==> src/rtl/mem_ctrl.sv <==
// Memory controller: serialises MEM-stage loads/stores and instruction fetches onto a
// byte-wide RAM bus, one byte per cycle, little-endian; data accesses beat fetches.
module mem_ctrl #(
    parameter int unsigned ADDR_W = 32,
    parameter int unsigned DATA_W = 32
) (
    input  logic              clk,
    input  logic              rst,
    input  logic              re_req,
    input  logic              wr_req,
    input  logic [ADDR_W-1:0] mem_addr,
    input  logic [1:0]        mem_stage,
    input  logic [DATA_W-1:0] wr_data,
    output logic [DATA_W-1:0] re_data,
    output logic              re_done,
    output logic              wr_done,
    input  logic              if_req,
    input  logic [ADDR_W-1:0] if_addr,
    input  logic              if_flush,
    output logic [DATA_W-1:0] if_data,
    output logic              if_done,
    input  logic [7:0]        ram_din,
    output logic [7:0]        ram_dout,
    output logic [ADDR_W-1:0] ram_a,
    output logic              ram_wr
);

    typedef enum logic [2:0] {
        StIdle,
        StDrd,
        StDwr,
        StIfr,
        StDone
    } state_t;

    state_t            r_state;
    logic [2:0]        r_idx;
    logic [2:0]        r_n;
    logic [ADDR_W-1:0] r_addr;
    logic [DATA_W-1:0] r_wdata;
    logic [DATA_W-1:0] r_buf;
    logic [DATA_W-1:0] r_re_data;
    logic [DATA_W-1:0] r_if_data;
    logic              r_re_done;
    logic              r_wr_done;
    logic              r_if_done;
    logic [ADDR_W-1:0] r_ram_a;
    logic [7:0]        r_ram_dout;
    logic              r_ram_wr;

    logic [2:0]        w_n;
    logic [2:0]        w_next_idx;
    logic [ADDR_W-1:0] w_addr_next;
    logic [4:0]        w_cap_sh;
    logic [4:0]        w_wr_sh;

    assign w_n         = {1'b0, mem_stage} + 3'd1;
    assign w_next_idx  = r_idx + 3'd1;
    assign w_addr_next = r_addr + ADDR_W'(w_next_idx);
    // Read data lags the address by one cycle, so cycle k captures byte k-1.
    assign w_cap_sh    = {r_idx[1:0] - 2'd1, 3'b000};
    assign w_wr_sh     = {w_next_idx[1:0], 3'b000};

    always_ff @(posedge clk) begin
        if (!rst) begin
            r_state    <= StIdle;
            r_idx      <= '0;
            r_n        <= '0;
            r_addr     <= '0;
            r_wdata    <= '0;
            r_buf      <= '0;
            r_re_data  <= '0;
            r_if_data  <= '0;
            r_re_done  <= 1'b0;
            r_wr_done  <= 1'b0;
            r_if_done  <= 1'b0;
            r_ram_a    <= '0;
            r_ram_dout <= '0;
            r_ram_wr   <= 1'b0;
        end else begin
            r_re_done <= 1'b0;
            r_wr_done <= 1'b0;
            r_if_done <= 1'b0;
            unique case (r_state)
                StIdle: begin
                    r_idx <= '0;
                    if (wr_req) begin
                        r_state    <= StDwr;
                        r_addr     <= mem_addr;
                        r_n        <= w_n;
                        r_wdata    <= wr_data;
                        r_ram_a    <= mem_addr;
                        r_ram_dout <= wr_data[7:0];
                        r_ram_wr   <= 1'b1;
                    end else if (re_req) begin
                        r_state   <= StDrd;
                        r_addr    <= mem_addr;
                        r_n       <= w_n;
                        r_re_data <= '0;
                        r_ram_a   <= mem_addr;
                    end else if (if_req && !if_flush) begin
                        r_state <= StIfr;
                        r_addr  <= if_addr;
                        r_n     <= 3'd4;
                        r_ram_a <= if_addr;
                    end
                end
                StDrd, StIfr: begin
                    if (r_state == StIfr && if_flush) begin
                        r_state <= StIdle;
                        r_ram_a <= '0;
                    end else begin
                        if (r_idx != 3'd0) begin
                            if (r_state == StDrd) r_re_data[w_cap_sh +: 8] <= ram_din;
                            else                  r_buf[w_cap_sh +: 8]     <= ram_din;
                        end
                        if (r_idx == r_n) begin
                            r_state <= StDone;
                            if (r_state == StDrd) begin
                                r_re_done <= 1'b1;
                            end else begin
                                // Fetch result is published only on completion so a
                                // flushed fetch leaves if_data untouched.
                                r_if_done <= 1'b1;
                                r_if_data <= {ram_din, r_buf[DATA_W-9:0]};
                            end
                        end
                        r_ram_a <= (w_next_idx < r_n) ? w_addr_next : '0;
                        r_idx   <= w_next_idx;
                    end
                end
                StDwr: begin
                    if (w_next_idx < r_n) begin
                        r_ram_a    <= w_addr_next;
                        r_ram_dout <= r_wdata[w_wr_sh +: 8];
                        r_ram_wr   <= 1'b1;
                        r_idx      <= w_next_idx;
                    end else begin
                        r_state    <= StDone;
                        r_wr_done  <= 1'b1;
                        r_ram_a    <= '0;
                        r_ram_dout <= '0;
                        r_ram_wr   <= 1'b0;
                    end
                end
                StDone: begin
                    r_state <= StIdle;
                end
                default: begin
                    r_state <= StIdle;
                end
            endcase
        end
    end

    assign re_data  = r_re_data;
    assign re_done  = r_re_done;
    assign wr_done  = r_wr_done;
    assign if_data  = r_if_data;
    assign if_done  = r_if_done;
    assign ram_a    = r_ram_a;
    assign ram_dout = r_ram_dout;
    assign ram_wr   = r_ram_wr;

endmodule

==> config.mk <==
export PLATFORM = sky130hd
export DESIGN_NAME = mem_ctrl
export DESIGN_NICKNAME = d
export VERILOG_FILES = /design/src/rtl/mem_ctrl.sv
export SDC_FILE = /design/constraint.sdc
export NUM_CORES = 1
export LEC_CHECK = 0
export ABC_CLOCK_PERIOD_IN_PS = 3300
export CORE_MARGIN = 3
export CORE_UTILIZATION = 50
export DETAILED_ROUTE_END_ITERATION = 8
export PLACE_DENSITY = 0.8
export SLEW_MARGIN = 0
export SYNTH_ARGS = -nofsm -noshare
export SYNTH_HDL_FRONTEND = slang
export SYNTH_SLANG_ARGS = --single-unit
==> constraint.sdc <==
create_clock -name clk -period 3.3 [get_ports clk]
set_input_delay 0.825 -clock clk [delete_from_list [all_inputs] [get_ports clk]]
set_output_delay 0.825 -clock clk [all_outputs]
set_load 0.1 [all_outputs]
==> impl_metrics.yaml, run 1 <==
pwr:
  peakVddDrop_mv: 0.617
  switchingPower_mw: 4.96
  power_frac_comb_pct: 44.8
  internal_power_mw: 5.96
  pwr-share-seq_pct: 31.4
  power_density_nw_per_um2: 904
  p_sw_share_pct: 45.4
  pwr-share-clk_pct: 23.8
  power_mw: 10.9
  p_leak_nw: 4.65
route:
  drc_errors: 0
  wl_per_cell_um: 17.6
  vias: 9031
  vias_per_cell: 5.83
  drt_wl_total_mm: 27.3
  postRouteAntennaNets: 0
  dr.first_iter.drc_count: 693
  dr.pass1.iters: 6
finish:
  antenna_cells: 0
  drive_gt1_share_pct: 14.4
  syn_to_final_growth_pct: 32.4
  final_common_cell: "dfxtp_1"
  layout.nets: 1436
  fin_util_pct: 68.7
  mostFrequentLayoutCells: "dfxtp_1 (205), nand2_1 (181), a21oi_1 (154)"
  nFillCells: 1443
flow_run:
  cap_viol_max_count: 0
clocking:
  clk_pin_slew_ns: 0.06
  cts_tree: "done"
  cts_hold_buf: 0
  cts_made_buffers: 22
  cts_sinks: 205
  cts_root_buf: "clkbuf_16"
  postCtsSetupBuffers: 0
  h-tree-depth: 1
  cts_resized: 0
  cts.path.max_buffers: 3
  insertion_delay_ns: 0.51
die:
  fp.dieW_um: 141
  die_height_um: 141
  rows: 48
  core_area_um2: 17600
  initial_core_util_pct: 51.9
  die_area_um2: 19900
  io_pins: 220
grt:
  grt_pass1_vias: 8435
  grt_start_max_net_pins: 178
  grt-ovfl-total: 0
  grt_use_total_pct: 26.1
  grt_pass1_wl_mm: 43.3
  antenna_found_initial: 0
worst_hold_path:
  hold_class: "reg -> reg"
critical_path:
  worstSetupPathType: "reg -> reg"
  cp-end-kind: "flip-flop"
  start_kind: "flip-flop"
  arrival_ns: 3.49
  required_ns: 3.74
  slowest_stage: "dfxtp_1"
  cpPeakStageDelay_ns: 0.45
  cp_max_fo: 7
  cp_cell_sequence: "inv_1 > ha_1 > inv_1 > fa_1 > nor2b_1 > o21ai_1 > or3_1 > or3b_1 > a31oi_1"
  path_common_cell: "inv_1"
synth:
  synthArstFlopShare_pct: 0
  seq_area_frac_synth_pct: 45.0
  syn_inst: 1115
  yosysUniqueCellTypes: 59
  ys_warn_count: 0
  synth_edf_count: 0
  syn-mean-instance-area_um2: 8.19
  syn_area_um2: 9130
  ys_ff_latch: 205
  synth_flop_cell: "dfxtp_1"
  syn_nets: 1241
timing:
  relSlewSlack_pct: 35.8
  tns_ns: 0
  rsz0062_at_grt: "false"
  whs_ns: 0.452
  skew_ns: 0.00900
  max_freq_mhz: 328
  slew_viol_final: 0
  worst-slew-pin-transition_ns: 0.962
  setup_violations: 0
  hold_viol: 0
  fin_crit_sh_pct: 92.4
  fin_crit_ns: 3.05
  layout_setup_ws_ns: 0.251
run_status:
  status: "complete, no violations"
placement:
  hpwl_mm: 18.5
  portBuffers: 219
  place_worst_setup_slack_ns: 0.306
  gp_congestion: 0.852
## metal layers
| layer | routed length [µm] | share of wire (%) | GRT usage, % | vias up |
|---|---|---|---|---|
| li1 | - | - | - | 4378 |
| met1 | 11900 | 44 | 37.4 | 4232 |
| met2 | 12600 | 46 | 40.8 | 380 |
| met3 | 2210 | 8.1 | 4.51 | 41 |
| met4 | 574 | 2.1 | 6.94 | 0 |
| met5 | 0 | 0 | 0 | - |
## flip-flops by register name (all words and copies together) (netlist names)
signal    cells
r_addr       32
wr_done       1
r_wdata      32
r_buf        24
r_n           3
re_data      32
r_state       3
ram_dout      8
ram_wr        1
if_data      32
re_done       1
ram_a        32
if_done       1
r_idx         3
## cell usage after synthesis, types with 16 or more instances
| cell | count | area (µm²) |
|---|---|---|
| mux2i_1 | 28 | 280 |
| a22oi_1 | 24 | 180 |
| a21oi_1 | 154 | 771 |
| dfxtp_1 | 205 | 4100 |
| clkbuf_1 | 69 | 259 |
| nand2_1 | 181 | 679 |
| a211oi_1 | 38 | 285 |
| nand3_1 | 19 | 95.1 |
| nor3_1 | 22 | 110 |
| nor2_1 | 118 | 443 |
| o21ai_0 | 40 | 200 |
| nand4_1 | 16 | 100 |
## path summary, 6_finish.rpt
kind / startpoint / to / slack (ns) / cells after the start
setup / recovery: r_idx[0] / ram_a[24] / 0.25 / 9
hold / removal: r_wdata[15] / r_wdata[15] / 0.45 / 2
setup reg to reg: r_idx[0] / ram_a[24] / 0.25 / 9
hold reg to reg: r_wdata[15] / r_wdata[15] / 0.45 / 2
## per-stage QoR
stage | cell area, µm² | std cells
finish | 12100 | 1550
global route | 12100 | 1550
CTS | 12100 | 1550
detailed placement | 11300 | 1511
global placement | 11300 | 1511
floorplan | 9130 | 1115
## critical path: cells and delay by family (launching register included)
| family | cells | cell delay, ns |
|---|---|---|
| and+or+nand+nor | 3 | 1.10 |
| DFF | 1 | 0.45 |
| buffers and inverters | 2 | 0.29 |
| AOI/OAI and AO/OA | 2 | 0.34 |
| adders and majority gates | 2 | 0.78 |
## cell type report
class | instances | area, µm² | share of cell area (%)
sequential | 205 | 4100 | 34.0
clock buffer | 32 | 638 | 5.28
multi-input combinational | 815 | 4680 | 38.7
timing repair buffer | 250 | 2190 | 18.1
inverter | 16 | 62.6 | 0.518
tap | 225 | 282 | 2.33
clock inverter | 7 | 128 | 1.06
## cells by family after synthesis
group	share of synthesized area (%)
buffers and inverters	4.03
multiplexers	5.04
flip-flops	45.0
adder cells (fa/ha/maj)	2.00
AND/OR/NAND/NOR	21.3
XOR/XNOR	1.44
AO/OA/AOI/OAI	21.3
## power by group through the flow
stage / clock (mW) / sequential, mW / combinational [mW]
4_1_cts: 2.61 / 3.42 / 4.88
5_1_grt: 2.74 / 3.49 / 5.25
3_3_place_gp: 0 / 3.45 / 4.79
6_report: 2.60 / 3.43 / 4.89
2_1_floorplan: 0 / 4.79 / 2.10
3_5_place_dp: 0 / 3.46 / 4.85
No activity file was read; power rests on OpenSTA's default activity.
==> run 2: changes to the inputs <==
--- a/config.mk
+++ b/config.mk
@@ -5,7 +5,6 @@
 export SDC_FILE = /design/constraint.sdc
 export NUM_CORES = 1
 export LEC_CHECK = 0
-export ABC_CLOCK_PERIOD_IN_PS = 3300
 export CORE_MARGIN = 3
 export CORE_UTILIZATION = 50
 export DETAILED_ROUTE_END_ITERATION = 8
==> results of run 2 <==
Same layout as run 1: the final DEF is identical, and so are final timing and power.
